**src/rtl/ni_input_unit_param_pkg.sv**
```systemverilog
// Shared definitions for the NI input unit: router info encodings, flit field
// positions and the credit-counter width helper.
package ni_input_unit_param_pkg;

  typedef enum logic [3:0] {
    INFO_CONFIG    = 4'h1,
    INFO_CALC      = 4'h2,
    INFO_FIN_COMP  = 4'h3,
    INFO_BROADCAST = 4'h4,
    INFO_UV        = 4'h5,
    INFO_FIN_BCAST = 4'h6,
    INFO_READ      = 4'h7
  } info_e;

  // addr bit that steers a CONFIG flit to the activation RF instead of status
  localparam int CFG_SEL_BIT = 7;

  typedef struct packed {
    logic stat_we;
    logic act_we;
    logic start_calc;
    logic comp_done;
    logic act_push;
    logic act_zero;
    logic rd_push;
    logic consume;
  } dec_t;

  function automatic int flit_data_lsb();
    return 0;
  endfunction

  function automatic int flit_addr_lsb(input int data_w);
    return data_w;
  endfunction

  function automatic int flit_info_lsb(input int addr_w, input int data_w);
    return addr_w + data_w;
  endfunction

  function automatic int credit_cnt_w(input int act_depth, input int rd_depth);
    return $clog2(act_depth + rd_depth + 3) + 1;
  endfunction

endpackage

```
**src/rtl/ni_input_unit_param_sync_fifo.sv**
```systemverilog
// Show-ahead synchronous FIFO with full/empty and a push-when-full pulse.
// DEPTH must be a power of two so the pointers wrap naturally.
module ni_input_unit_param_sync_fifo #(
  parameter int WIDTH = 8,
  parameter int DEPTH = 4
) (
  input  logic             clk,
  input  logic             rst,
  input  logic             push,
  input  logic [WIDTH-1:0] din,
  input  logic             pop,
  output logic [WIDTH-1:0] dout,
  output logic             full,
  output logic             empty,
  output logic             ovf
);

  localparam int AW = $clog2(DEPTH);

  logic [WIDTH-1:0] r_mem [DEPTH];
  logic [AW-1:0]    r_wptr;
  logic [AW-1:0]    r_rptr;
  logic [AW:0]      r_count;
  logic             w_pop;
  logic             w_push;

  assign empty = (r_count == '0);
  assign full  = (r_count == (AW+1)'(DEPTH));
  assign dout  = r_mem[r_rptr];

  // a pop frees the slot, so a push on a full FIFO is still taken that cycle
  assign w_pop  = pop & ~empty;
  assign w_push = push & (~full | w_pop);
  assign ovf    = push & full & ~w_pop;

  // NOTE: storage has no reset; the pointers and count alone define validity.
  always_ff @(posedge clk) begin
    if (w_push) r_mem[r_wptr] <= din;
  end

  // NOTE: sequential state uses non-blocking assignments so every register
  // samples the pre-edge values regardless of statement order.
  always_ff @(posedge clk or posedge rst) begin
    if (rst) begin
      r_wptr  <= '0;
      r_rptr  <= '0;
      r_count <= '0;
    end else begin
      if (w_push) r_wptr <= r_wptr + 1'b1;
      if (w_pop)  r_rptr <= r_rptr + 1'b1;
      case ({w_push, w_pop})
        2'b10:   r_count <= r_count + 1'b1;
        2'b01:   r_count <= r_count - 1'b1;
        default: r_count <= r_count;
      endcase
    end
  end

endmodule

```
**src/rtl/ni_input_unit_param.sv**
```systemverilog
// PE network-interface input unit: flit decode, activation/read FIFOs and an
// accumulating upstream credit counter. Optional perf counters: NI_PERF_CNT_EN.
module ni_input_unit_param
  import ni_input_unit_param_pkg::*;
#(
  parameter int INFO_W    = 4,
  parameter int ADDR_W    = 16,
  parameter int DATA_W    = 16,
  parameter int PE_ADDR_W = 6,
  parameter int ACT_DEPTH = 8,
  parameter int RD_DEPTH  = 4,
  parameter int STAT_AW   = 4
) (
  input  logic                          clk,
  input  logic                          rst,
  input  logic                          in_valid,
  input  logic [INFO_W+ADDR_W+DATA_W-1:0] in_flit,
  input  logic [PE_ADDR_W-1:0]          out_act_no,
  output logic                          stat_we,
  output logic [STAT_AW-1:0]            stat_addr,
  output logic [DATA_W-1:0]             stat_data,
  output logic                          act_we,
  output logic [PE_ADDR_W-1:0]          act_waddr,
  output logic [DATA_W-1:0]             act_wdata,
  output logic                          start_calc,
  output logic                          comp_done,
  output logic                          act_valid,
  output logic [PE_ADDR_W+DATA_W-1:0]   act_data,
  input  logic                          act_pop,
  output logic                          rd_valid,
  output logic [PE_ADDR_W-1:0]          rd_addr,
  input  logic                          rd_ready,
  output logic                          upstream_credit,
  output logic                          ovf_err
`ifdef NI_PERF_CNT_EN
  ,
  output logic [31:0]                   perf_flits,
  output logic [31:0]                   perf_bcast
`endif
);

  localparam int ACT_W    = PE_ADDR_W + DATA_W;
  localparam int INFO_LSB = flit_info_lsb(ADDR_W, DATA_W);
  localparam int ADDR_LSB = flit_addr_lsb(DATA_W);
  localparam int DATA_LSB = flit_data_lsb();
  localparam int CNT_W    = credit_cnt_w(ACT_DEPTH, RD_DEPTH);

  logic [INFO_W-1:0] w_info;
  logic [ADDR_W-1:0] w_addr;
  logic [DATA_W-1:0] w_data;
  dec_t              w_dec;
  logic [ACT_W-1:0]  w_act_din;
  logic              w_act_empty, w_act_full, w_act_ovf, w_act_pop;
  logic              w_rd_empty, w_rd_full, w_rd_ovf, w_rd_pop;
  logic [1:0]        w_events;
  logic [CNT_W-1:0]  w_sum;
  logic [CNT_W-1:0]  r_cnt;
  logic              r_credit;
  logic              r_ovf_err;
  logic              w_unused;

  assign w_info = in_flit[INFO_LSB +: INFO_W];
  assign w_addr = in_flit[ADDR_LSB +: ADDR_W];
  assign w_data = in_flit[DATA_LSB +: DATA_W];

  // NOTE: every decode field gets a default before the case so no latch is inferred.
  always_comb begin
    w_dec = '0;
    if (in_valid) begin
      case (w_info)
        INFO_W'(INFO_CONFIG): begin
          w_dec.consume = 1'b1;
          if (w_addr[CFG_SEL_BIT]) w_dec.act_we  = 1'b1;
          else                     w_dec.stat_we = 1'b1;
        end
        INFO_W'(INFO_CALC): begin
          w_dec.start_calc = 1'b1;
          w_dec.consume    = 1'b1;
        end
        INFO_W'(INFO_FIN_COMP): begin
          w_dec.comp_done = 1'b1;
          w_dec.consume   = 1'b1;
        end
        INFO_W'(INFO_BROADCAST): begin
          // a PE with no output activations has no use for the broadcast
          if (out_act_no != '0) w_dec.act_push = 1'b1;
          else                  w_dec.consume  = 1'b1;
        end
        INFO_W'(INFO_UV): w_dec.act_push = 1'b1;
        INFO_W'(INFO_FIN_BCAST): begin
          w_dec.act_push = 1'b1;
          w_dec.act_zero = 1'b1;
        end
        INFO_W'(INFO_READ): w_dec.rd_push = 1'b1;
        default: ;
      endcase
    end
  end

  assign stat_we    = w_dec.stat_we;
  assign stat_addr  = w_dec.stat_we ? w_addr[STAT_AW-1:0] : '0;
  assign stat_data  = w_dec.stat_we ? w_data : '0;
  assign act_we     = w_dec.act_we;
  assign act_waddr  = w_dec.act_we ? w_addr[PE_ADDR_W:1] : '0;
  assign act_wdata  = w_dec.act_we ? w_data : '0;
  assign start_calc = w_dec.start_calc;
  assign comp_done  = w_dec.comp_done;

  assign w_act_din = w_dec.act_zero ? '0 : {w_addr[PE_ADDR_W-1:0], w_data};
  assign w_act_pop = act_pop & ~w_act_empty;
  assign w_rd_pop  = rd_ready & ~w_rd_empty;

  ni_input_unit_param_sync_fifo #(.WIDTH(ACT_W), .DEPTH(ACT_DEPTH)) u_act_fifo (
    .clk   (clk),
    .rst   (rst),
    .push  (w_dec.act_push),
    .din   (w_act_din),
    .pop   (act_pop),
    .dout  (act_data),
    .full  (w_act_full),
    .empty (w_act_empty),
    .ovf   (w_act_ovf)
  );

  ni_input_unit_param_sync_fifo #(.WIDTH(PE_ADDR_W), .DEPTH(RD_DEPTH)) u_rd_fifo (
    .clk   (clk),
    .rst   (rst),
    .push  (w_dec.rd_push),
    .din   (w_addr[PE_ADDR_W-1:0]),
    .pop   (rd_ready),
    .dout  (rd_addr),
    .full  (w_rd_full),
    .empty (w_rd_empty),
    .ovf   (w_rd_ovf)
  );

  assign act_valid = ~w_act_empty;
  assign rd_valid  = ~w_rd_empty;

  // up to three credit events per cycle are banked and paid out one per cycle
  assign w_events = 2'(w_dec.consume) + 2'(w_act_pop) + 2'(w_rd_pop);
  assign w_sum    = r_cnt + CNT_W'(w_events);

  always_ff @(posedge clk or posedge rst) begin
    if (rst) begin
      r_cnt     <= '0;
      r_credit  <= 1'b0;
      r_ovf_err <= 1'b0;
    end else begin
      r_credit  <= (w_sum != '0);
      r_cnt     <= w_sum - CNT_W'(w_sum != '0);
      r_ovf_err <= r_ovf_err | w_act_ovf | w_rd_ovf;
    end
  end

  assign upstream_credit = r_credit;
  assign ovf_err         = r_ovf_err;

`ifdef NI_PERF_CNT_EN
  logic [31:0] r_perf_flits;
  logic [31:0] r_perf_bcast;
  logic        w_bcast_push;

  assign w_bcast_push = w_dec.act_push & ~w_dec.act_zero & ~w_act_ovf;

  always_ff @(posedge clk or posedge rst) begin
    if (rst) begin
      r_perf_flits <= '0;
      r_perf_bcast <= '0;
    end else begin
      if (in_valid && r_perf_flits != '1)     r_perf_flits <= r_perf_flits + 1'b1;
      if (w_bcast_push && r_perf_bcast != '1) r_perf_bcast <= r_perf_bcast + 1'b1;
    end
  end

  assign perf_flits = r_perf_flits;
  assign perf_bcast = r_perf_bcast;
`endif

  assign w_unused = ^{w_addr, w_act_full, w_rd_full};

endmodule

```
**config.mk**
```make
export PLATFORM = sky130hd
export DESIGN_NAME = ni_input_unit_param
export DESIGN_NICKNAME = d
export VERILOG_FILES = /design/src/rtl/ni_input_unit_param_pkg.sv /design/src/rtl/ni_input_unit_param_sync_fifo.sv /design/src/rtl/ni_input_unit_param.sv
export SDC_FILE = /design/constraint.sdc
export NUM_CORES = 1
export LEC_CHECK = 0
export CORE_ASPECT_RATIO = 0.7
export CORE_UTILIZATION = 55
export CTS_CLUSTER_SIZE = 10
export DETAILED_ROUTE_END_ITERATION = 8
export GPL_ROUTABILITY_DRIVEN = 0
export PLACE_DENSITY = 0.77
export SETUP_SLACK_MARGIN = 0.2
export SLEW_MARGIN = 40
export SYNTH_ARGS = -nofsm -noshare
export SYNTH_HDL_FRONTEND = slang
export SYNTH_HIERARCHICAL = 1
export SYNTH_SLANG_ARGS = --single-unit
```
**constraint.sdc**
```tcl
create_clock -name clk -period 4.8 [get_ports clk]
set_input_delay 0.96 -clock clk [delete_from_list [all_inputs] [get_ports clk]]
set_output_delay 0.96 -clock clk [all_outputs]
set_load 0.01 [all_outputs]
```
# --- Word-level counts from Yosys, hierarchy flattened ---
# Memory sizes are Yosys's and may differ from the RTL's.
# Cells that the tools add are included.
classes:
  addsub: 12
  n_eq_ne: 13
  mux: 23
  bitwise_logic: 18
  reduce_logical: 8
ops:
  columns: ["cell", "count"]
  rows:
  - ["16-bit 2-to-1 mux", 2]
  - ["22-bit 2-to-1 mux", 1]
  - ["4-bit by 3-bit == test with 1-bit output (second input constant)", 4]
  - ["1-bit 2-to-1 mux", 12]
  - ["3-bit by 1-bit adder with 3-bit output (second input constant)", 3]
  - ["1-bit AND", 8]
  - ["4-bit by 2-bit == test with 1-bit output (second input constant)", 2]
  - ["8-bit 2-to-1 mux", 1]
  - ["4-bit one-hot mux with 2 select lines", 1]
  - ["6-bit 2-to-1 mux", 1]
  - ["1-bit NOT", 6]
  - ["3-bit one-hot mux with 2 select lines", 1]
  - ["6-bit nonzero test", 1]
  - ["5-bit by 2-bit adder with 5-bit output", 1]
  - ["5-bit nonzero test", 1]
  - ["5-bit by 1-bit subtractor with 5-bit output", 1]
  - ["2-bit by 1-bit adder with 2-bit output (second input constant)", 2]
  - ["4-bit by 1-bit adder with 4-bit output (second input constant)", 1]
  - ["2-bit by 1-bit == test with 1-bit output (second input constant)", 2]
  - ["2-bit == test (second input constant)", 2]
  - ["4-bit by 1-bit == test with 1-bit output (second input constant)", 1]
  - ["4-bit == test (second input constant)", 1]
  - ["4-bit logical NOT", 1]
  - ["4-bit 2-to-1 mux", 1]
  - ["other kinds (12)", 17]
totals:
  regBits: 24
  ramBits: 200
  inputBits: 47
  output_inout_bits: 78
  elab_cells: 85
  mem_count: 2
mem_list:
  columns: ["memory", "words", "word_bits", "read_ports", "rd_clocked_by_memory_dff", "wr", "line", "rtl"]
  rows:
  - ["u_act_fifo.r_mem", 8, 22, 1, 0, 1, "ni_input_unit_param_sync_fifo.sv:20", "logic [WIDTH-1:0] r_mem [DEPTH];"]
  - ["u_rd_fifo.r_mem", 4, 6, 1, 0, 1, "ni_input_unit_param_sync_fifo.sv:20", null]

# --- Depth between registers and ports, before layout ---
# Gate-level depths: netlist (run 1).
logic_depth:
  word_depth: 9
  depth_mapped: 18
  ltp_nobuf: 17

# --- By module ---
# The synthesis (run 1) kept the hierarchy.
by_module_without_submodules:
  columns: ["mod", "instances", "cells_each", "area_per_inst_um2", "seq_area_each_um2"]
  rows:
  - ["ni_input_unit_param_sync_fifo at u_act_fifo", 1, 327, 7474.7, 5535.3]
  - ["ni_input_unit_param_sync_fifo at u_rd_fifo", 1, 72, 1316.3, 895.9]
  - ["ni_input_unit_param", 1, 138, 1024.7, 175.2]

# --- Least setup slack after synthesis (run 1) ---
# Ideal clock, no wire load.
synth_timing:
  path_type: "input to register"
  from: "input port out_act_no[3]"
  to: "register r_cnt[4]"
  t_arrival_ns: 4.472
  slack_ns: 0.248
  path_stages: 17
  n_path_buf: 0
  cell_sequence: "or4_1 > nor3_2 > and3_1 > o21ai_1 > fa_1 > inv_1 > ha_1 > inv_1 > fa_1 > nand2b_1 > nor4b_1 > o311ai_1 > ha_1 > ha_1 > mux2i_1 > o21ai_0 > xor2_1"
synth_between:
  elab_chain_len: 9
synth_rtl:
  columns: ["element", "line", "rtl"]
  rows:
  - ["start, declared", "ni_input_unit_param.sv:18", "input logic [PE_ADDR_W-1:0] out_act_no,"]
  - ["6-bit nonzero test (*)", "ni_input_unit_param.sv:86", "if (out_act_no != '0) w_dec.act_push = 1'b1;"]
  - ["1-bit 2-to-1 mux (*)", "ni_input_unit_param.sv:86", null]
  - ["1-bit one-hot mux with 2 select lines (*)", "ni_input_unit_param.sv:70", "case (w_info)"]
  - ["8-bit 2-to-1 mux (*)", "ni_input_unit_param.sv:69", "if (in_valid) begin"]
  - ["1-bit by 1-bit adder with 2-bit output (*)", "ni_input_unit_param.sv:141", "assign w_events = 2'(w_dec.consume) + 2'(w_act_pop) + 2'(w_rd_pop);"]
  - ["2-bit by 1-bit adder with 2-bit output (*)", "ni_input_unit_param.sv:141", null]
  - ["5-bit by 2-bit adder with 5-bit output (*)", "ni_input_unit_param.sv:142", "assign w_sum = r_cnt + CNT_W'(w_events);"]
  - ["5-bit nonzero test", "ni_input_unit_param.sv:151", "r_cnt <= w_sum - CNT_W'(w_sum != '0);"]
  - ["5-bit by 1-bit subtractor with 5-bit output (*)", "ni_input_unit_param.sv:151", null]
  - ["end signal, assigned", "ni_input_unit_param.sv:151", null]
  - ["end, declared", "ni_input_unit_param.sv:57", "logic [CNT_W-1:0] r_cnt;"]
# Mark *: on every way between the ends. The rest lies on a longest branch, timed or not.
# A chain may end at the register's enable or synchronous reset.

# --- Final worst setup path (run 1) ---
layout_timing:
  from: "input port out_act_no[1]"
  to: "register r_cnt[3]"
# Same word-level chain as after synthesis.

==> results of run 1 <==
==> what timing repair did <==
item | CTS | global route
pin swaps | 0 | 12
setup buffers | 0 | 3
endpoints found under the setup margin | 2 | 3
resized for setup | 3 | 17
==> stage by stage <==
step           std cells  instance area, µm²
2_1_floorplan        535                9806
3_3_place_gp         887               11360
3_5_place_dp         887               11360
4_1_cts              935               12130
5_1_grt              938               12230
6_report             938               12230
==> registers in the layout, indices dropped and copies added, names as in the netlist <==
| register | cells |
|---|---|
| r_cnt | 5 |
| ovf_err | 1 |
| upstream_credit | 1 |
| u_act_fifo/r_count | 4 |
| u_rd_fifo/r_rptr | 2 |
| u_act_fifo/r_rptr | 3 |
| u_rd_fifo/r_mem | 24 |
| u_rd_fifo/r_count | 3 |
| u_act_fifo/r_wptr | 3 |
| u_rd_fifo/r_wptr | 2 |
| u_act_fifo/r_mem | 176 |
==> metal layers <==
layer / share of wire / up-vias
met1: 0.43 / 2685
met4: 0.017 / 0
met2: 0.50 / 165
met5: 0 / -
li1: - / 2378
met3: 0.053 / 29
==> worst max path at each step <==
stage | to | from | cells after the start
floorplan | r_cnt[4] | out_act_no[3] | 17
global placement | r_cnt[4] | out_act_no[3] | 18
detailed placement | r_cnt[4] | out_act_no[3] | 18
CTS | r_cnt[3] | out_act_no[3] | 20
global route | r_cnt[3] | out_act_no[1] | 20
finish | r_cnt[3] | out_act_no[1] | 20
==> critical path, stage by stage <==
cell	delay, ns
clkdlybuf4s50_1	0.40
or4_4	0.49
nor3_4	0.21
and3_4	0.20
o21ai_2	0.06
fa_1	0.43
inv_1	0.07
ha_2	0.18
inv_2	0.04
fa_2	0.39
nand2b_4	0.17
buf_6	0.13
nor3_4	0.16
o311ai_4	0.12
ha_2	0.22
buf_4	0.14
nand3b_1	0.11
xor2_1	0.16
a21oi_1	0.10
xnor2_1	0.14
==> report_power, final <==
part,internal (mW),leakage (nW),switching [mW]
registers,2.28,2.08,0.250
clock network,1.04,0.356,0.698
logic,1.18,1.90,0.856
total,4.51,4.34,1.80
==> final cells by class <==
type,instances,share of cell area
flip-flops and latches,224,0.5404
clock buffers,47,0.06136
repair buffers,146,0.1181
well taps,231,0.02362
multi-input cells,264,0.2482
inverters,25,0.007670
clock inverters,1,0.0006136
==> results.sh, run 1 <==
export IMPL_p_leak_nw=4.341
export IMPL_power_total_mw=6.310
export IMPL_criticalPathCategory="primary input to register"
export IMPL_tritoncts="built"
export IMPL_dpl_hpwl_um=12330
export IMPL_min_period_over_period=0.9336
export IMPL_rsz0062_at_grt="false"
export IMPL_max_freq_mhz=223.2
export IMPL_syn_to_final_growth_pct=24.77
export IMPL_final_util=0.7065
export IMPL_r2r_end="r_cnt[3]"
export IMPL_portBuffers=116
export IMPL_pre_cts_ws_ns=-0.4162
export IMPL_root_buffer="clkbuf_16"
export IMPL_rows=40
export IMPL_cts_reportedPaths_clkPinSlew_ns=0.06
export IMPL_ff_latch_area_um2=6611
export IMPL_min_from="ovf_err"
export IMPL_vias=5257
export IMPL_diodes=0
export IMPL_multi_input_area_um2=3037
export IMPL_numCtsBuffers=26
export IMPL_synthCells=535
export IMPL_die_h_um=113.7
export IMPL_min_path_type="register to register"
export IMPL_status="finished clean"
export IMPL_holdPathEnd="ovf_err"
export IMPL_drt_first_iter_violations=303
export IMPL_hold_viol=0
export IMPL_io_pins=125
export IMPL_finalSetupViolCount=0
export IMPL_power_density_nw_per_um2=515.8
export IMPL_grtUsageMet3=0.03818
export IMPL_antenna_found_initial=0
export IMPL_antenna_left=0
export IMPL_mappedNetlistArea_um2=9806
export IMPL_max_slew_margin=0.5735
export IMPL_dr_pass1_iters=4
export IMPL_n_fill_cell=1085
export IMPL_met2_usage=0.3661
export IMPL_fin_ws_ns=0.3187
export IMPL_die_w_um=161.6
export IMPL_critical_path_arrival_ns=4.87
export IMPL_drc=0
export IMPL_core_um2=17320
export IMPL_global_route_usage_met1=0.3159
export IMPL_synth_warnings=6
export IMPL_irDropWorstVdd_uv=307.2
export IMPL_wire_per_inst_um=21.38
export IMPL_final_cell_mix="edfxtp_1, clkdlybuf4s50_1, and2_1, mux4_1, clkbuf_16"
export IMPL_cp_end_kind="register"
export IMPL_max_clock_path_buffers=3
export IMPL_reg2reg_slack_ns=0.88
export IMPL_syn_area_per_cell_um2=18.33
export IMPL_reg2reg_from="u_act_fifo/r_count[0]"
export IMPL_cts_sinks=224
export IMPL_fin_skew_ns=0.009290
export IMPL_drv_slew=0
export IMPL_holdPathStages=1
export IMPL_die_area_um2=18380
export IMPL_required_ns=5.19
export IMPL_drive_gt1_frac=0.1994
export IMPL_startpoint_type="primary input"
export IMPL_drv_cap=0
export IMPL_syn_num_nets=599
export IMPL_clk_latency_ns=0.51
export IMPL_fin_tns_setup_ns=0
export IMPL_grt_ovfl_total=0
export IMPL_grt_max_degree=47
export IMPL_period_needed_ns=4.481
export IMPL_hold_ws_ns=0.4744
export IMPL_tightest_slew_ns=0.6398
export IMPL_grt_pass1_vias=5436
export IMPL_hold_buffers=0
export IMPL_rr_worst_depth=19
export IMPL_via_per_inst=5.604
export IMPL_grt_util_all_layers=0.2235
export IMPL_grt_busiest_layer="met2"
export IMPL_drt_total_wl_um=20050
export IMPL_grt_pass1_wl_um=30610
export IMPL_final_nets=751
export IMPL_cts_htree_levels=1
export IMPL_crit_path_max_fanout=3
export IMPL_final_common_cell="edfxtp_1"
export IMPL_initial_core_util=0.5663
(Power assumes the default switching activity.)
==> run 2: changes to the inputs <==
--- a/config.mk
+++ b/config.mk
@@ -9,7 +9,6 @@
 export CORE_UTILIZATION = 55
 export CTS_CLUSTER_SIZE = 10
 export DETAILED_ROUTE_END_ITERATION = 8
-export GPL_ROUTABILITY_DRIVEN = 0
 export PLACE_DENSITY = 0.77
 export SETUP_SLACK_MARGIN = 0.2
 export SLEW_MARGIN = 40
==> constraint.sdc (replaced) <==
create_clock -name clk -period 5.6 [get_ports clk]
set_input_delay 1.12 -clock clk [delete_from_list [all_inputs] [get_ports clk]]
set_output_delay 1.12 -clock clk [all_outputs]
set_load 0.01 [all_outputs]
==> results.sh, run 2 (synthesis gave the netlist of run 1 again) <==
export IMPL_required_ns=6.04
export IMPL_criticalPathCategory="primary input to register"
export IMPL_die_h_um=113.7
export IMPL_numCtsBuffers=26
export IMPL_r2r_end="r_cnt[4]"
export IMPL_critical_path_arrival_ns=5.39
export IMPL_antenna_found_initial=0
export IMPL_switchingPower_mw=1.492
export IMPL_dpl_hpwl_um=12090
export IMPL_final_common_cell="edfxtp_1"
export IMPL_grt_pass1_wl_um=30080
export IMPL_period_needed_ns=4.954
export IMPL_rr_worst_depth=17
export IMPL_power_density_nw_per_um2=439.3
export IMPL_drv_cap=0
export IMPL_diodes=0
export IMPL_startpoint_type="primary input"
export IMPL_reg2reg_from="u_act_fifo/r_count[0]"
export IMPL_finalSetupViolCount=0
export IMPL_core_um2=17320
export IMPL_rsz0062_at_grt="false"
export IMPL_drt_first_iter_violations=292
export IMPL_via_per_inst=5.602
export IMPL_portBuffers=116
export IMPL_final_cell_mix="edfxtp_1, clkdlybuf4s50_1, and2_1, mux4_1, clkbuf_16"
export IMPL_top_regs="u_act_fifo/r_mem: 176 flops, u_rd_fifo/r_mem: 24 flops, r_cnt: 5 flops"
export IMPL_holdPathEnd="ovf_err"
export IMPL_largest_register_ff_count=176
export IMPL_drc=0
export IMPL_grt_max_degree=47
export IMPL_io_pins=125
export IMPL_min_path_type="register to register"
export IMPL_root_buffer="clkbuf_16"
export IMPL_post_cts_buffers=0
export IMPL_status="finished clean"
export IMPL_hold_viol=0
export IMPL_grt_pass1_vias=5354
export IMPL_drive_gt1_frac=0.1638
export IMPL_drv_slew=0
export IMPL_rows=40
export IMPL_max_slew_margin=0.4407
export IMPL_drt_total_wl_um=19430
export IMPL_min_period_over_period=0.8846
export IMPL_clk_latency_ns=0.52
export IMPL_final_nets=734
export IMPL_tritoncts="built"
export IMPL_hold_ws_ns=0.4765
export IMPL_max_clock_path_buffers=3
export IMPL_crit_path_max_fanout=6
export IMPL_n_fill_cell=1127
export IMPL_grt_ovfl_total=0
export IMPL_combPwrFrac=0.303
export IMPL_top_register="u_act_fifo/r_mem"
export IMPL_holdPathStages=1
export IMPL_cp_end_kind="register"
export IMPL_cts_sinks=224
export IMPL_die_area_um2=18380
export IMPL_fin_tns_setup_ns=0
export IMPL_vias=5159
export IMPL_fin_skew_ns=0.01467
export IMPL_cts_reportedPaths_clkPinSlew_ns=0.06
export IMPL_initial_core_util=0.5663
export IMPL_min_from="ovf_err"
export IMPL_power_total_mw=5.253
export IMPL_die_w_um=161.6
export IMPL_dr_pass1_iters=4
export IMPL_critical_path_startpoint="out_act_no[3]"
export IMPL_max_freq_mhz=201.9
export IMPL_fin_ws_ns=0.6463
export IMPL_irDropWorstVdd_uv=269.3
export IMPL_pwr_share_clk=0.282
export IMPL_syn_to_final_growth_pct=21.95
export IMPL_p_leak_nw=4.192
export IMPL_final_util=0.6905
export IMPL_cts_htree_levels=1
export IMPL_pre_cts_ws_ns=0.1572
export IMPL_wire_per_inst_um=21.09
export IMPL_reg2reg_slack_ns=1.45
export IMPL_tightest_slew_ns=0.8381
export IMPL_p_seq_frac=0.415
export IMPL_place_gp_congestion=0.7341
export IMPL_post_cts_resized=0
export IMPL_hold_buffers=0
export IMPL_p_int_mw=3.762
export IMPL_switching_share=0.2840
export IMPL_antenna_left=0
export IMPL_grt_util_all_layers=0.2207
[run 2: how the worst max path moves through the flow]
stage          endpoint  slack, ns  depth (start not counted)
3_5_place_dp   r_cnt[4]       0.16                         18
5_1_grt        r_cnt[4]       0.28                         18
6_report       r_cnt[4]       0.65                         18
2_1_floorplan  r_cnt[4]       0.89                         17
3_3_place_gp   r_cnt[4]       0.32                         18
4_1_cts        r_cnt[4]       0.70                         18
[run 2: layout make-up]
type                    instances  area (µm²)  area share
clock inverters                 2       23.77    0.001988
flip-flops and latches        224        6611      0.5529
clock buffers                  46       725.7     0.06069
repair buffers                129        1259      0.1053
inverters                      25       93.84    0.007848
well taps                     231       289.0     0.02417
multi-input cells             264        2955      0.2471
[run 2: power groups by stage]
stage | combinational (mW) | sequential [mW] | clock [mW]
after floorplan | 1.21 | 2.06 | 0
after global placement | 1.54 | 2.20 | 0
after detailed placement | 1.60 | 2.21 | 0
after CTS | 1.61 | 2.18 | 1.51
after global routing | 1.73 | 2.21 | 1.58
final | 1.59 | 2.18 | 1.48
[run 2: metrics by stage]
step,cells,area (µm²)
after CTS,921,11950
after global placement,873,11200
final,921,11960
after global routing,921,11960
after floorplan,535,9806
after detailed placement,873,11200
[run 2: worst max-delay path, cell delays in order]
cell and delay [ns]:
clkdlybuf4s50_1 0.40, or4_1 0.53, nor3_2 0.17, and3_1 0.19, o21ai_1 0.09, fa_1 0.46
inv_1 0.07, ha_1 0.16, inv_1 0.06, fa_1 0.47, nand2b_1 0.22, nor4b_1 0.31
o311ai_1 0.18, ha_1 0.24, ha_1 0.24, mux2i_1 0.13, o21ai_0 0.21, xor2_1 0.16
[run 2: metal layers]
metal,up-vias,part of all wire,GRT usage
li1,2342,-,-
met1,2610,0.43,0.3072
met2,176,0.49,0.3704
met3,31,0.059,0.03491
met4,0,0.022,0.05535
met5,-,0,0
==> run 3: changes to the inputs <==
--- a/config.mk
+++ b/config.mk
@@ -5,12 +5,12 @@
 export SDC_FILE = /design/constraint.sdc
 export NUM_CORES = 1
 export LEC_CHECK = 0
-export CORE_ASPECT_RATIO = 0.7
-export CORE_UTILIZATION = 55
+export CORE_UTILIZATION = 60
 export CTS_CLUSTER_SIZE = 10
 export DETAILED_ROUTE_END_ITERATION = 8
-export PLACE_DENSITY = 0.77
+export PLACE_DENSITY = 0.84
 export SETUP_SLACK_MARGIN = 0.2
+export SKIP_CTS_REPAIR_TIMING = 1
 export SLEW_MARGIN = 40
 export SYNTH_ARGS = -nofsm -noshare
 export SYNTH_HDL_FRONTEND = slang
==> results.sh, run 3 (synthesis gave the netlist of run 1 again) <==
export IMPL_status="finished clean"
export IMPL_switchingPower_mw=1.510
export IMPL_crit_path_max_incr_delay_ns=0.55
export IMPL_grt_pass1_wl_um=31530
export IMPL_min_period_over_period=0.9007
export IMPL_n_fill_cell=875
export IMPL_rows=46
export IMPL_p_int_mw=3.833
export IMPL_diodes=0
export IMPL_finalSetupViolCount=0
export IMPL_crit_chain="clkdlybuf4s50_1, or4_1, nor3_2, and3_1, o21ai_1, fa_1, inv_1, ha_1, inv_1, fa_1, nand2b_1, nor4b_1, o311ai_1, ha_1, ha_1, mux2i_1, o21ai_0, xor2_1"
export IMPL_max_freq_mhz=198.3
export IMPL_startpoint_type="primary input"
export IMPL_critical_path_startpoint="out_act_no[3]"
export IMPL_final_nets=735
export IMPL_final_cell_mix="edfxtp_1, clkdlybuf4s50_1, and2_1, mux4_1, clkbuf_16"
export IMPL_tightest_slew_ns=0.7259
export IMPL_drive_gt1_frac=0.1650
export IMPL_grt_max_degree=47
export IMPL_wire_per_inst_um=22.82
export IMPL_reg2reg_slack_ns=1.36
export IMPL_combPwrFrac=0.304
export IMPL_top_register="u_act_fifo/r_mem"
export IMPL_crit_cells=18
export IMPL_cp_top_family="adder cells"
export IMPL_io_pins=125
export IMPL_cp_slowest_cell="or4_1"
export IMPL_max_clock_path_buffers=3
export IMPL_drv_cap=0
export IMPL_drc=0
export IMPL_grt_ovfl_total=0
export IMPL_top_regs="u_act_fifo/r_mem: 176 flops, u_rd_fifo/r_mem: 24 flops, r_cnt: 5 flops"
export IMPL_criticalPathCategory="primary input to register"
export IMPL_critical_path_arrival_ns=5.48
export IMPL_min_path_type="register to register"
export IMPL_largest_register_ff_count=176
export IMPL_via_per_inst=5.884
export IMPL_required_ns=6.03
export IMPL_period_needed_ns=5.044
export IMPL_antenna_found_initial=0
export IMPL_rr_worst_depth=17
export IMPL_drt_total_wl_um=20700
export IMPL_tritoncts="built"
export IMPL_switching_share=0.2826
export IMPL_crit_path_max_fanout=6
export IMPL_drt_first_iter_violations=395
export IMPL_drv_slew=0
export IMPL_portBuffers=116
export IMPL_grt_util_all_layers=0.2587
export IMPL_fin_tns_setup_ns=0
export IMPL_ff_latch_area_um2=6611
export IMPL_cts_reportedPaths_clkPinSlew_ns=0.05
export IMPL_reg2reg_from="u_act_fifo/r_count[0]"
export IMPL_fin_skew_ns=0.01681
export IMPL_power_density_nw_per_um2=445.9
export IMPL_grt_pass1_vias=5675
export IMPL_rsz0062_at_grt="false"
export IMPL_power_total_mw=5.343
export IMPL_hold_viol=0
export IMPL_timing_critical_path_mode_cell="ha_1"
export IMPL_core_um2=15940
export IMPL_die_h_um=129.8
export IMPL_root_buffer="clkbuf_16"
export IMPL_initial_core_util=0.6151
export IMPL_crit_path_end="r_cnt[4]"
export IMPL_dr_pass1_iters=4
export IMPL_p_leak_nw=4.218
export IMPL_antenna_left=0
export IMPL_die_area_um2=16860
export IMPL_r2r_end="r_cnt[4]"
export IMPL_numCtsBuffers=26
export IMPL_dpl_hpwl_um=12400
export IMPL_final_common_cell="edfxtp_1"
export IMPL_vias=5337
export IMPL_p_seq_frac=0.408
export IMPL_syn_to_final_growth_pct=22.20
export IMPL_die_w_um=129.8
export IMPL_pwr_share_clk=0.288
export IMPL_cp_end_kind="register"
export IMPL_place_gp_congestion=0.7650
export IMPL_cts_sinks=224
export IMPL_irDropWorstVdd_uv=254.2
export IMPL_multi_input_area_um2=2960
export IMPL_final_util=0.7516
export IMPL_critPathBufInv=3
export IMPL_cts_htree_levels=1
export IMPL_clk_latency_ns=0.51
export IMPL_max_slew_margin=0.5155
-- run 3: how the worst min path moves through the flow --
stage                              start              endpoint  cells past startpoint
finish                           ovf_err               ovf_err                      1
detailed placement               ovf_err               ovf_err                      1
floorplan           u_rd_fifo/r_count[2]  u_rd_fifo/r_count[2]                      1
global placement                 ovf_err               ovf_err                      1
CTS                              ovf_err               ovf_err                      1
global route                     ovf_err               ovf_err                      1
-- run 3: layer usage --
metal	wire, µm	up-vias	track usage
met4	503	0	0.08208
met3	1406	46	0.03977
met1	7938	2697	0.3331
li1	-	2342	-
met5	0	-	0
met2	10850	252	0.4561
-- run 3: power groups by stage --
stage / registers (mW) / clock network (mW) / logic, mW
5_1_grt: 2.20 / 1.63 / 1.75
2_1_floorplan: 2.06 / 0 / 1.21
3_5_place_dp: 2.21 / 0 / 1.62
3_3_place_gp: 2.19 / 0 / 1.53
4_1_cts: 2.18 / 1.56 / 1.64
6_report: 2.18 / 1.54 / 1.63
-- run 3: area by class of cell --
cell class	count	share of cell area
sequential	224	0.5517
multi-input combinational	264	0.2471
timing repair buffer	130	0.1057
clock buffer	46	0.06234
tap	216	0.02255
inverter	25	0.007831
clock inverter	2	0.002819
-- run 3: metrics by stage --
| stage | cell area (µm²) | hold slack (ns) | setup slack, ns | cells |
|---|---|---|---|---|
| 6_report | 11980 | 0.4812 | 0.5560 | 907 |
| 5_1_grt | 11980 | 0.5035 | 0.3291 | 907 |
| 4_1_cts | 11970 | 0.4817 | 0.6032 | 907 |
| 3_5_place_dp | 11190 | 0.4637 | 0.07079 | 859 |
| 3_3_place_gp | 11190 | 0.4538 | 0.3144 | 859 |
| 2_1_floorplan | 9806 | 0.4771 | 0.8885 | 535 |
